==> src/rtl/button_event_decoder.sv <==
`timescale 1ns/1ps
// ---------------------------------------------------------------------------
// button_event_decoder
//
// Turns one raw, asynchronous pushbutton into clean single-cycle events for
// the clock's time-setting logic: press, release, long-press and auto-repeat.
// The input is synchronized through two flops, then debounced by requiring
// DEBOUNCE_CYCLES consecutive disagreeing samples before the level flips.
// A three-state FSM (IDLE / PRESSED / HELD) times the hold from the debounced
// level only, so short bounces never disturb long/repeat cadence.
//
// Ports:
//   clk           in   system clock, all state on rising edge
//   rst           in   asynchronous active-high reset
//   btn_raw       in   raw pushbutton, asynchronous to clk, active high
//   btn_level     out  debounced, registered button level
//   press_pulse   out  one cycle when btn_level rises
//   release_pulse out  one cycle when btn_level falls
//   long_pulse    out  one cycle LONG_CYCLES after the press while held
//   repeat_pulse  out  one cycle every REPEAT_CYCLES after long_pulse
// ---------------------------------------------------------------------------
module button_event_decoder #(
    parameter int DEBOUNCE_CYCLES = 1_000_000,
    parameter int LONG_CYCLES     = 100_000_000,
    parameter int REPEAT_CYCLES   = 20_000_000
) (
    input  logic clk,
    input  logic rst,
    input  logic btn_raw,
    output logic btn_level,
    output logic press_pulse,
    output logic release_pulse,
    output logic long_pulse,
    output logic repeat_pulse
);

    localparam int DB_W     = $clog2(DEBOUNCE_CYCLES) + 1;
    localparam int HOLD_MAX = (LONG_CYCLES > REPEAT_CYCLES) ? LONG_CYCLES : REPEAT_CYCLES;
    localparam int HOLD_W   = $clog2(HOLD_MAX) + 1;

    // Counters compare against "last value before the target" so the event
    // fires on the very edge where the count would reach the target.
    localparam logic [DB_W-1:0]   DB_LAST     = DB_W'(DEBOUNCE_CYCLES - 1);
    localparam logic [DB_W-1:0]   DB_ONE      = DB_W'(1);
    localparam logic [HOLD_W-1:0] LONG_LAST   = HOLD_W'(LONG_CYCLES - 1);
    localparam logic [HOLD_W-1:0] REPEAT_LAST = HOLD_W'(REPEAT_CYCLES - 1);
    localparam logic [HOLD_W-1:0] HOLD_ONE    = HOLD_W'(1);

    typedef enum logic [1:0] {
        IDLE    = 2'd0,
        PRESSED = 2'd1,
        HELD    = 2'd2
    } state_t;

    logic              s1_reg, s2_reg;
    logic              level_reg, level_next;
    logic [DB_W-1:0]   db_cnt_reg, db_cnt_next;
    logic [HOLD_W-1:0] hold_cnt_reg, hold_cnt_next;
    state_t            state_reg, state_next;
    logic              press_reg, press_next;
    logic              release_reg, release_next;
    logic              long_reg, long_next;
    logic              repeat_reg, repeat_next;

    logic differ;
    logic flip;
    logic level_rise;
    logic level_fall;

    // Debouncer: the level flips on the edge where the disagreement count
    // would reach DEBOUNCE_CYCLES; rise/fall are the same-edge flip events.
    always_comb begin
        differ      = (s2_reg != level_reg);
        flip        = differ && (db_cnt_reg == DB_LAST);
        level_rise  = flip && s2_reg;
        level_fall  = flip && !s2_reg;
        level_next  = flip ? s2_reg : level_reg;
        db_cnt_next = (!differ || flip) ? '0 : (db_cnt_reg + DB_ONE);
    end

    // Event FSM. A release on the same edge as a due long/repeat wins and
    // the due event is dropped, which keeps the pulses mutually exclusive.
    always_comb begin
        state_next    = state_reg;
        hold_cnt_next = hold_cnt_reg;
        press_next    = 1'b0;
        release_next  = 1'b0;
        long_next     = 1'b0;
        repeat_next   = 1'b0;
        case (state_reg)
            IDLE: begin
                hold_cnt_next = '0;
                if (level_rise) begin
                    state_next = PRESSED;
                    press_next = 1'b1;
                end
            end
            PRESSED: begin
                if (level_fall) begin
                    state_next    = IDLE;
                    release_next  = 1'b1;
                    hold_cnt_next = '0;
                end else if (hold_cnt_reg == LONG_LAST) begin
                    state_next    = HELD;
                    long_next     = 1'b1;
                    hold_cnt_next = '0;
                end else begin
                    hold_cnt_next = hold_cnt_reg + HOLD_ONE;
                end
            end
            HELD: begin
                if (level_fall) begin
                    state_next    = IDLE;
                    release_next  = 1'b1;
                    hold_cnt_next = '0;
                end else if (hold_cnt_reg == REPEAT_LAST) begin
                    repeat_next   = 1'b1;
                    hold_cnt_next = '0;
                end else begin
                    hold_cnt_next = hold_cnt_reg + HOLD_ONE;
                end
            end
            default: begin
                state_next    = IDLE;
                hold_cnt_next = '0;
            end
        endcase
    end

    always_ff @(posedge clk or posedge rst) begin
        if (rst) begin
            s1_reg       <= 1'b0;
            s2_reg       <= 1'b0;
            level_reg    <= 1'b0;
            db_cnt_reg   <= '0;
            hold_cnt_reg <= '0;
            state_reg    <= IDLE;
            press_reg    <= 1'b0;
            release_reg  <= 1'b0;
            long_reg     <= 1'b0;
            repeat_reg   <= 1'b0;
        end else begin
            s1_reg       <= btn_raw;
            s2_reg       <= s1_reg;
            level_reg    <= level_next;
            db_cnt_reg   <= db_cnt_next;
            hold_cnt_reg <= hold_cnt_next;
            state_reg    <= state_next;
            press_reg    <= press_next;
            release_reg  <= release_next;
            long_reg     <= long_next;
            repeat_reg   <= repeat_next;
        end
    end

    assign btn_level     = level_reg;
    assign press_pulse   = press_reg;
    assign release_pulse = release_reg;
    assign long_pulse    = long_reg;
    assign repeat_pulse  = repeat_reg;

endmodule

==> config.mk <==
export PLATFORM = sky130hd
export DESIGN_NAME = button_event_decoder
export DESIGN_NICKNAME = d
export VERILOG_FILES = /design/src/rtl/button_event_decoder.sv
export SDC_FILE = /design/constraint.sdc
export NUM_CORES = 1
export LEC_CHECK = 0
export CAP_MARGIN = 0
export CORE_ASPECT_RATIO = 0.75
export CORE_MARGIN = 8
export CORE_UTILIZATION = 56
export CTS_BUF_LIST = sky130_fd_sc_hd__clkbuf_2 sky130_fd_sc_hd__clkbuf_4 sky130_fd_sc_hd__clkbuf_8
export DETAILED_ROUTE_END_ITERATION = 7
export GPL_TIMING_DRIVEN = 0
export PLACE_DENSITY = 0.73
export SETUP_SLACK_MARGIN = 0.4
export SYNTH_ARGS = -nofsm -noshare
export SYNTH_HDL_FRONTEND = slang
export SYNTH_SLANG_ARGS = --single-unit
==> constraint.sdc <==
create_clock -name clk -period 5.1 [get_ports clk]
set_clock_uncertainty 0.15 [all_clocks]
set_input_delay 1.02 -clock clk [delete_from_list [all_inputs] [get_ports clk]]
set_output_delay 1.02 -clock clk [all_outputs]
set_load 0.1 [all_outputs]
==> flow_summary.json, run 1 <==
{
  "seq_area_frac_synth_pct": 49.8,
  "cp_top_family": "buffers and inverters",
  "fin_cells": 377,
  "drt_iter0_markers": 179,
  "grt_use_total_pct": 16.2,
  "peakVddDrop_mv": 0.168,
  "r2r_setup_slack_ps": 2620,
  "start_util_pct": 58.8,
  "syn-cell-area_mm2": 0.00291,
  "worstHoldEndpoint": "s2_reg",
  "period_share_pct": 60.5,
  "die_area_mm2": 0.00779,
  "setup_viol": 0,
  "grt_max_degree": 41,
  "gp_congestion": 0.876,
  "design_area_mm2": 0.00327,
  "finalMaxSlewViolations": 0,
  "pin_count": 8,
  "cts_tree": "built",
  "worstSetupEndpointType": "primary output",
  "via_count": 2146,
  "min_delay_path_depth": 0,
  "hold_violations": 0,
  "rows": 22,
  "postPlaceCellArea_mm2": 0.00308,
  "regToRegEndpoint": "hold_cnt_reg[6]",
  "core_area_mm2": 0.00495,
  "grt_overflow": 0,
  "post-place-ws_ps": 2360,
  "cts_root_buffer": "clkbuf_8",
  "cp_slowest_cell": "clkdlybuf4s50_1",
  "clk_pin_slew_ps": 60,
  "crit_type": "reg -> out",
  "crit_fanout": 5,
  "first_pass_iters": 4,
  "cts-resized-gates": 0,
  "postCtsSetupBuffers": 0,
  "p_per_area_mw_per_mm2": 275,
  "place_hpwl_um": 4050,
  "ant_nets": 0,
  "max_stage_delay_ps": 1160,
  "worstHoldStart": "s1_reg",
  "largest_register_ffs": 28,
  "fin_util_pct": 66.0,
  "worst_ep_required_time_ps": 3930,
  "relSlewSlack_pct": 35.3,
  "die_h_um": 78.5,
  "drv_cap": 0,
  "via_per_inst": 5.69,
  "rsz0062_at_grt": "false",
  "status": "complete, no violations",
  "htree_levels": 3,
  "grt_pass1_vias": 2037,
  "drive_gt1_share_pct": 8.52,
  "grt_first_pass_wirelength_um": 9930,
  "cts_buffers": 9,
  "layout_min_cycle_time_ps": 3090,
  "die_w_um": 99.3,
  "setup.worst_path.start_class": "register",
  "fill_cells": 392,
  "synthToLayoutAreaGrowth_pct": 12.2,
  "avgRoutedWirePerCell_um": 15.4,
  "critPathArrivalTime_ps": 1920,
  "port_buffers": 7,
  "yosysWarnings": 0,
  "tightestPinTransition_ps": 967,
  "synth.avg_cell_area_um2": 9.88,
  "synth_seq_cells": 58,
  "synth.distinct_cells": 38,
  "layout_common_cells": "dfrtp_1 (58), nor2_1 (57), xor2_1 (26)",
  "ctsHoldBuffers": 0,
  "drt-total-wl_um": 5790,
  "hp-class": "reg -> reg",
  "clockBufferDepth": 2,
  "reg2reg_from": "db_cnt_reg[6]",
  "setup_slack_ps": 2010,
  "p_leak_uw": 0.00133,
  "drc": 0,
  "crit_chain": "clkdlybuf4s50_1",
  "final_net_count": 322,
  "post-place-cells": 363,
  "antennaDiodeCount": 0,
  "clk_latency_ps": 340,
  "synthCells": 295,
  "fin_setup_tns_ps": 0,
  "max_freq_mhz": 324,
  "layout_commonest_cell": "dfrtp_1",
  "synth_nets": 303,
  "cts_sinks": 58,
  "crit_buf_inv": 1,
  "ff2ff_path_depth": 7,
  "antenna_found_initial": 0
}
==> report_power, final <==
part	internal, uW	switching, uW	leakage, uW
Clock	245	170	0.000101
Sequential	463	2.80	0.000804
Combinational	5.77	13.4	0.000422
Total	714	186	0.00133
==> cell usage after synthesis (all sizes together) <==
library cell	n	area (um^2)
ha	5	62.6
mux2	2	22.5
nor2b	1	6.26
a41o	1	10.0
nor3	9	45.0
nand3	18	90.1
nor4	10	68.8
inv	10	37.5
or3	1	6.26
and2	1	6.26
xor2	26	228
nand2	17	63.8
nand4bb	1	11.3
a21oi	1	5.00
xnor2	19	166
or4	1	7.51
and3	7	43.8
clkbuf	4	15.0
and3b	1	10.0
a22o	1	8.76
a211o	1	10.0
o21ai	1	5.00
nor4b	3	26.3
nand2b	2	12.5
or3b	1	8.76
dfrtp	58	1450
nor2	57	214
nand4	17	106
buf	3	33.8
a31o	1	8.76
o211ai	1	7.51
or4b	1	10.0
or2	3	18.8
o2bb2ai	1	8.76
nand3b	1	7.51
and4	8	70.1
==> cell type report <==
class	count	area [um^2]	area share, %
Buffer	7	48.8	1.49
Sequential cell	58	1450	44.4
Tap cell	60	75.1	2.30
Clock inverter	3	40.0	1.22
Multi-Input combinational cell	220	1380	42.1
Inverter	10	37.5	1.15
Clock buffer	11	151	4.63
Timing Repair Buffer	8	90.1	2.75
==> through the flow <==
stage	power [uW]	hold slack [ps]
final	899	201
after floorplan	486	181
after global routing	930	207
after global placement	492	183
after detailed placement	494	191
after CTS	910	206
==> metal layers <==
| layer | track usage, % | vias up | wire length [um] |
|---|---|---|---|
| met2 | 22.3 | 49 | 2440 |
| met4 | 5.57 | 0 | 57 |
| met1 | 22.8 | 1029 | 2960 |
| met3 | 5.90 | 8 | 335 |
| met5 | 0 | - | 0 |
| li1 | - | 1060 | - |
==> cells by family after synthesis <==
family / synth area share (%)
AOI/OAI and AO/OA: 2.19
and+or+nand+nor: 28.6
muxes: 0.773
DFF: 49.8
xor gates and xnor gates: 13.5
adders and majority gates: 2.15
buffers and inverters: 2.96
==> worst max-delay path by stage <==
stage / start / end / slack (ps) / cells past startpoint
floorplan: rst / btn_level / 2500 / 1
global placement: rst / repeat_pulse / 1490 / 2
detailed placement: btn_level / btn_level / 2360 / 1
CTS: btn_level / btn_level / 1990 / 1
global route: btn_level / btn_level / 1970 / 1
finish: btn_level / btn_level / 2010 / 1
No activity file was read; power rests on OpenSTA's default activity.
==> inputs of run 2 (changes only) <==
Settings changed: PLACE_DENSITY 0.73 to 0.76.
Clock period 5.1 ns to 2.61 ns, I/O delays scaled along.
==> run 2 against run 1 <==
Effect of this change: register-to-register slack got worse by 2200 ps; critical path depth increased by 6; routed wire length increased by 9.9%; setup slack got worse by 1600 ps; power increased by 96%; clock power increased by 97%; die area unchanged; sequential share of layout area decreased by 2.7 points; cell area increased by 6.7%; first-iteration DRC count increased by 10%; combinational power increased by 100%.
==> flow_summary.json, run 2 (synthesized netlist as in run 1, its figures left out) <==
{
  "final_net_count": 331,
  "cts_tree": "built",
  "design_area_mm2": 0.00349,
  "die_area_mm2": 0.00779,
  "crit_fanout": 9,
  "cts_root_buffer": "clkbuf_8",
  "critPathArrivalTime_ps": 2290,
  "hold_violations": 0,
  "tightestPinTransition_ps": 954,
  "fill_cells": 368,
  "clockBufferDepth": 2,
  "crit_type": "reg -> reg",
  "gp_congestion": 0.828,
  "drv_cap": 0,
  "use_met1_pct": 22.6,
  "regToRegEndpoint": "hold_cnt_reg[10]",
  "ant_nets": 0,
  "drive_gt1_share_pct": 16.5,
  "first_pass_iters": 4,
  "die_h_um": 78.5,
  "grt_overflow": 0,
  "cts_sinks": 58,
  "cts_buffers": 9,
  "antennaDiodeCount": 0,
  "ff2ff_path_depth": 7,
  "grt_use_total_pct": 16.5,
  "drt-total-wl_um": 6360,
  "grt_pass1_vias": 2115,
  "reg2reg_from": "db_cnt_reg[7]",
  "r2r_setup_slack_ps": 400,
  "worst_ep_required_time_ps": 2690,
  "endpoint": "hold_cnt_reg[10]",
  "p_per_area_mw_per_mm2": 506,
  "layout_min_cycle_time_ps": 2210,
  "drt_iter0_markers": 197,
  "crit_start": "db_cnt_reg[7]",
  "start_util_pct": 58.8,
  "worstSetupEndpointType": "register",
  "synthToLayoutAreaGrowth_pct": 19.8,
  "grt_max_degree": 38,
  "largest_register_ffs": 28,
  "clk_latency_ps": 340,
  "pin_count": 8,
  "layout_common_cells": "dfrtp_1 (55), nor2_1 (53), xor2_1 (26)",
  "die_w_um": 99.3,
  "p_leak_uw": 0.00145,
  "busiest_layer": "met2",
  "via_count": 2252,
  "port_buffers": 7,
  "period_share_pct": 84.8,
  "avgRoutedWirePerCell_um": 16.4,
  "hp-class": "reg -> reg",
  "layout_commonest_cell": "dfrtp_1",
  "htree_levels": 3,
  "post-place-ws_ps": 225,
  "core_area_mm2": 0.00495,
  "via_per_inst": 5.80,
  "hold-worst-slack_ps": 213,
  "relSlewSlack_pct": 36.7,
  "rows": 22,
  "status": "complete, no violations",
  "grt_first_pass_wirelength_um": 10000,
  "postPlaceCellArea_mm2": 0.00308,
  "gr-usage-met3_pct": 5.37,
  "grt_util_met2_pct": 23.1,
  "rsz0062_at_grt": "true",
  "max_freq_mhz": 452,
  "clk_pin_slew_ps": 60,
  "peakVddDrop_mv": 0.379,
  "setup_slack_ps": 396,
  "antenna_found_initial": 0,
  "place_hpwl_um": 4090,
  "setup.worst_path.start_class": "register",
  "setup_viol": 0,
  "finalMaxSlewViolations": 0,
  "drc": 0
}
## run 2: cell count changes in the layout (fill, tap and decap cells not counted), sizes merged
cell	change
dlygate4sd2	+3
clkdlybuf4s15	+1
clkdlybuf4s50	-5
buf	+7
clkbuf	+5
## run 2: worst min path at each step
stage,endpoint,cells past startpoint,slack [ps],start
final,s2_reg,0,210,s1_reg
after global routing,s2_reg,0,230,s1_reg
after CTS,s2_reg,0,210,s1_reg
after detailed placement,s2_reg,0,200,s1_reg
after global placement,s2_reg,0,180,s1_reg
after floorplan,s2_reg,0,180,s1_reg
## run 2: area by class of cell
class	count	area, um^2	share of cell area (%)
plain buffers	7	77.6	2.22
multi-input cells	220	1470	42.0
inverters	10	37.5	1.08
well taps	60	75.1	2.15
flip-flops and latches	58	1460	41.7
clock inverters	3	40.0	1.15
clock buffers	13	154	4.41
repair buffers	17	184	5.27
## run 2: stage by stage
| step | cells | total power, uW | util, % | TNS (ps) |
|---|---|---|---|---|
| after floorplan | 295 | 949 | - | 0 |
| after global placement | 362 | 961 | 61.7 | -30000 |
| after detailed placement | 363 | 966 | 62.1 | 0 |
| after CTS | 380 | 1780 | 66.9 | 0 |
| after global routing | 388 | 1820 | 70.4 | 0 |
| final | 388 | 1760 | 70.4 | 0 |
## run 2: worst max-delay path, stage by stage, from the launching register on
cell and delay, ps:
dfrtp_2 450, or4b_4 530, nor4_4 260, and3b_2 260
a211o_4 110, buf_12 130, clkbuf_16 150, nor2_1 50
## run 2: report_power, final
group / leakage, uW / total (uW) / internal, uW / switching, uW
Combinational: 0.000545 / 38.6 / 11.9 / 26.7
Sequential: 0.000799 / 910 / 905 / 5.38
Clock: 0.000105 / 816 / 480 / 336
## run 2: repair_timing
item | 4_1_cts | 5_1_grt
pin swaps | 1 | 7
buffers inserted | 1 | 6
hold buffers | 0 | 0
cloned | 0 | 2
setup endpoints to repair | 54 | 43
resized for setup | 14 | 22
## run 2: metal layers
metal	up-vias	wire length, um
li1	1087	-
met1	1110	3110
met2	47	2820
met3	8	349
met4	0	87
met5	-	0
==> inputs of run 3 (changes only) <==
Settings changed: PLACE_DENSITY 0.76 to 0.73.
Clock period 2.61 ns to 2.1 ns, I/O delays scaled along.
==> run 3 against run 2 <==
Effect of this change: sequential share of layout area fell by 3.8 points; final cell count rose by 4.4%; utilization up 7.1 points; critical path depth up 1; first-iteration DRC count is 20% lower; flip-flop and latch count is the same; setup slack worse by 540 ps; maximum frequency fell by 1.3%; register-to-register slack got worse by 540 ps; the flow now finishes with violations (setup timing).
==> flow_summary.json, run 3 (synthesized netlist as in run 1, its figures left out) <==
{
  "drv_cap": 0,
  "max_freq_mhz": 446,
  "cts_tree": "built",
  "worst_ep_required_time_ps": 2170,
  "post-place-ws_ps": -339,
  "tightestPinTransition_ps": 772,
  "ff2ff_path_depth": 8,
  "hold_violations": 0,
  "cpMostUsedCell": "buf_8",
  "clk_latency_ps": 340,
  "grt_util_met2_pct": 27.8,
  "place_hpwl_um": 3960,
  "use_met1_pct": 27.0,
  "gr-usage-met3_pct": 5.46,
  "crit_type": "reg -> reg",
  "synthToLayoutAreaGrowth_pct": 31.9,
  "postPlaceCellArea_mm2": 0.00308,
  "cts_root_buffer": "clkbuf_8",
  "setup_viol": 30,
  "ctsHoldBuffers": 0,
  "critPathArrivalTime_ps": 2320,
  "rows": 22,
  "antennaDiodeCount": 0,
  "setup.worst_path.start_class": "register",
  "drc": 0,
  "antenna_found_initial": 0,
  "fin_cells": 405,
  "relSlewSlack_pct": 48.4,
  "clk_pin_slew_ps": 70,
  "crit_fanout": 6,
  "layout_commonest_cell": "dfrtp_1",
  "p_per_area_mw_per_mm2": 626,
  "avgRoutedWirePerCell_um": 17.8,
  "worstHoldEndpoint": "s2_reg",
  "status": "finished with violations",
  "port_buffers": 7,
  "htree_levels": 3,
  "grt_overflow": 0,
  "drive_gt1_share_pct": 29.6,
  "setup_slack_ps": -143,
  "die_area_mm2": 0.00779,
  "final_net_count": 348,
  "worstHoldStart": "s1_reg",
  "ant_nets": 0,
  "cts_buffers": 9,
  "first_pass_iters": 4,
  "rsz0062_at_grt": "true",
  "clockBufferDepth": 2,
  "regToRegEndpoint": "hold_cnt_reg[0]",
  "grt_first_pass_wirelength_um": 11900,
  "core_area_mm2": 0.00495,
  "p_total_uw": 2410,
  "peakVddDrop_mv": 0.498,
  "layout_min_cycle_time_ps": 2240,
  "min_delay_path_depth": 0,
  "cts_sinks": 58,
  "gp_congestion": 0.864,
  "drt_iter0_markers": 157,
  "pin_count": 8,
  "grt_use_total_pct": 19.4,
  "hp-class": "reg -> reg",
  "max_stage_delay_ps": 550,
  "layout_common_cells": "dfrtp_1 (54), nor2_1 (46), xor2_1 (26)",
  "finalMaxSlewViolations": 0,
  "grt_max_degree": 59,
  "reg2reg_from": "hold_cnt_reg[18]",
  "p_leak_uw": 0.00160,
  "drt-total-wl_um": 7210,
  "crit_chain": "or4_1 > nor4_2 > a31o_2 > a211o_2 > buf_8 > buf_6 > buf_8 > nor2_1",
  "design_area_mm2": 0.00384,
  "via_per_inst": 5.85,
  "post-place-cells": 362,
  "via_count": 2370,
  "busiest_layer": "met2",
  "die_h_um": 78.5,
  "period_share_pct": 107,
  "crit_buf_inv": 3,
  "cp_top_family": "simple AND/OR/NAND/NOR gates",
  "violations": "setup timing",
  "start_util_pct": 58.8,
  "cp_slowest_cell": "or4_1",
  "r2r_setup_slack_ps": -140,
  "worstSetupEndpointType": "register",
  "largest_register_ffs": 28,
  "grt_pass1_vias": 2376,
  "die_w_um": 99.3
}
run 3: changes by cell type in the layout (fill, tap and decap cells not counted), moves of 3 or more:
cell,before,now
nor4_1,5,1
buf_8,0,6
nor2_2,1,10
dlygate4sd2_1,3,0
nand2_1,17,14
buf_6,0,8
buf_12,4,0
nor4_2,2,5
nor2_1,53,46
buf_4,7,17
buf_2,0,3
run 3: power by group:
group	total (uW)	leakage, uW	internal, uW	switching (uW)
clock	1210	0.000121	774	434
combinational	67.2	0.000685	27.4	39.8
sequential	1130	0.000797	1120	7.83
run 3: worst max-delay path by stage:
stage               cells past startpoint             start                to  slack (ps)
floorplan                               5     db_cnt_reg[7]      state_reg[0]          70
global placement                        7     db_cnt_reg[6]  hold_cnt_reg[21]        -290
detailed placement                      7     db_cnt_reg[6]   hold_cnt_reg[6]        -340
CTS                                     6    db_cnt_reg[10]      state_reg[0]        -120
global route                            6     db_cnt_reg[8]      state_reg[0]        -200
finish                                  8  hold_cnt_reg[18]   hold_cnt_reg[0]        -140
run 3: repair_timing:
item                                    4_1_cts  5_1_grt
cloned                                        1        1
endpoints found under the setup margin       60       56
pin swaps                                    17        6
buffers inserted                             22        2
gates resized for setup                      78       17
run 3: per-layer routing:
layer | wire length, um | part of all wire [%]
met5 | 0 | 0
met4 | 140 | 1.9
met3 | 412 | 5.7
met2 | 3240 | 45
met1 | 3420 | 47
run 3: metrics by stage:
step	hold slack, ps	setup TNS [ps]	utilization, %
after floorplan	181	0	-
after global placement	185	-6870	62.1
after detailed placement	185	-8500	62.1
after CTS	200	-1360	74.5
after global routing	201	-3930	77.6
final	199	-2140	77.6
run 3: final cells by class:
cell class / instances / area (um^2)
fillers: 321 / 1110
repair buffers: 34 / 348
clock buffers: 14 / 174
well taps: 60 / 75.1
clock inverters: 2 / 60.1
inverters: 10 / 41.3
plain buffers: 7 / 83.8
flip-flops and latches: 58 / 1460
multi-input cells: 220 / 1610
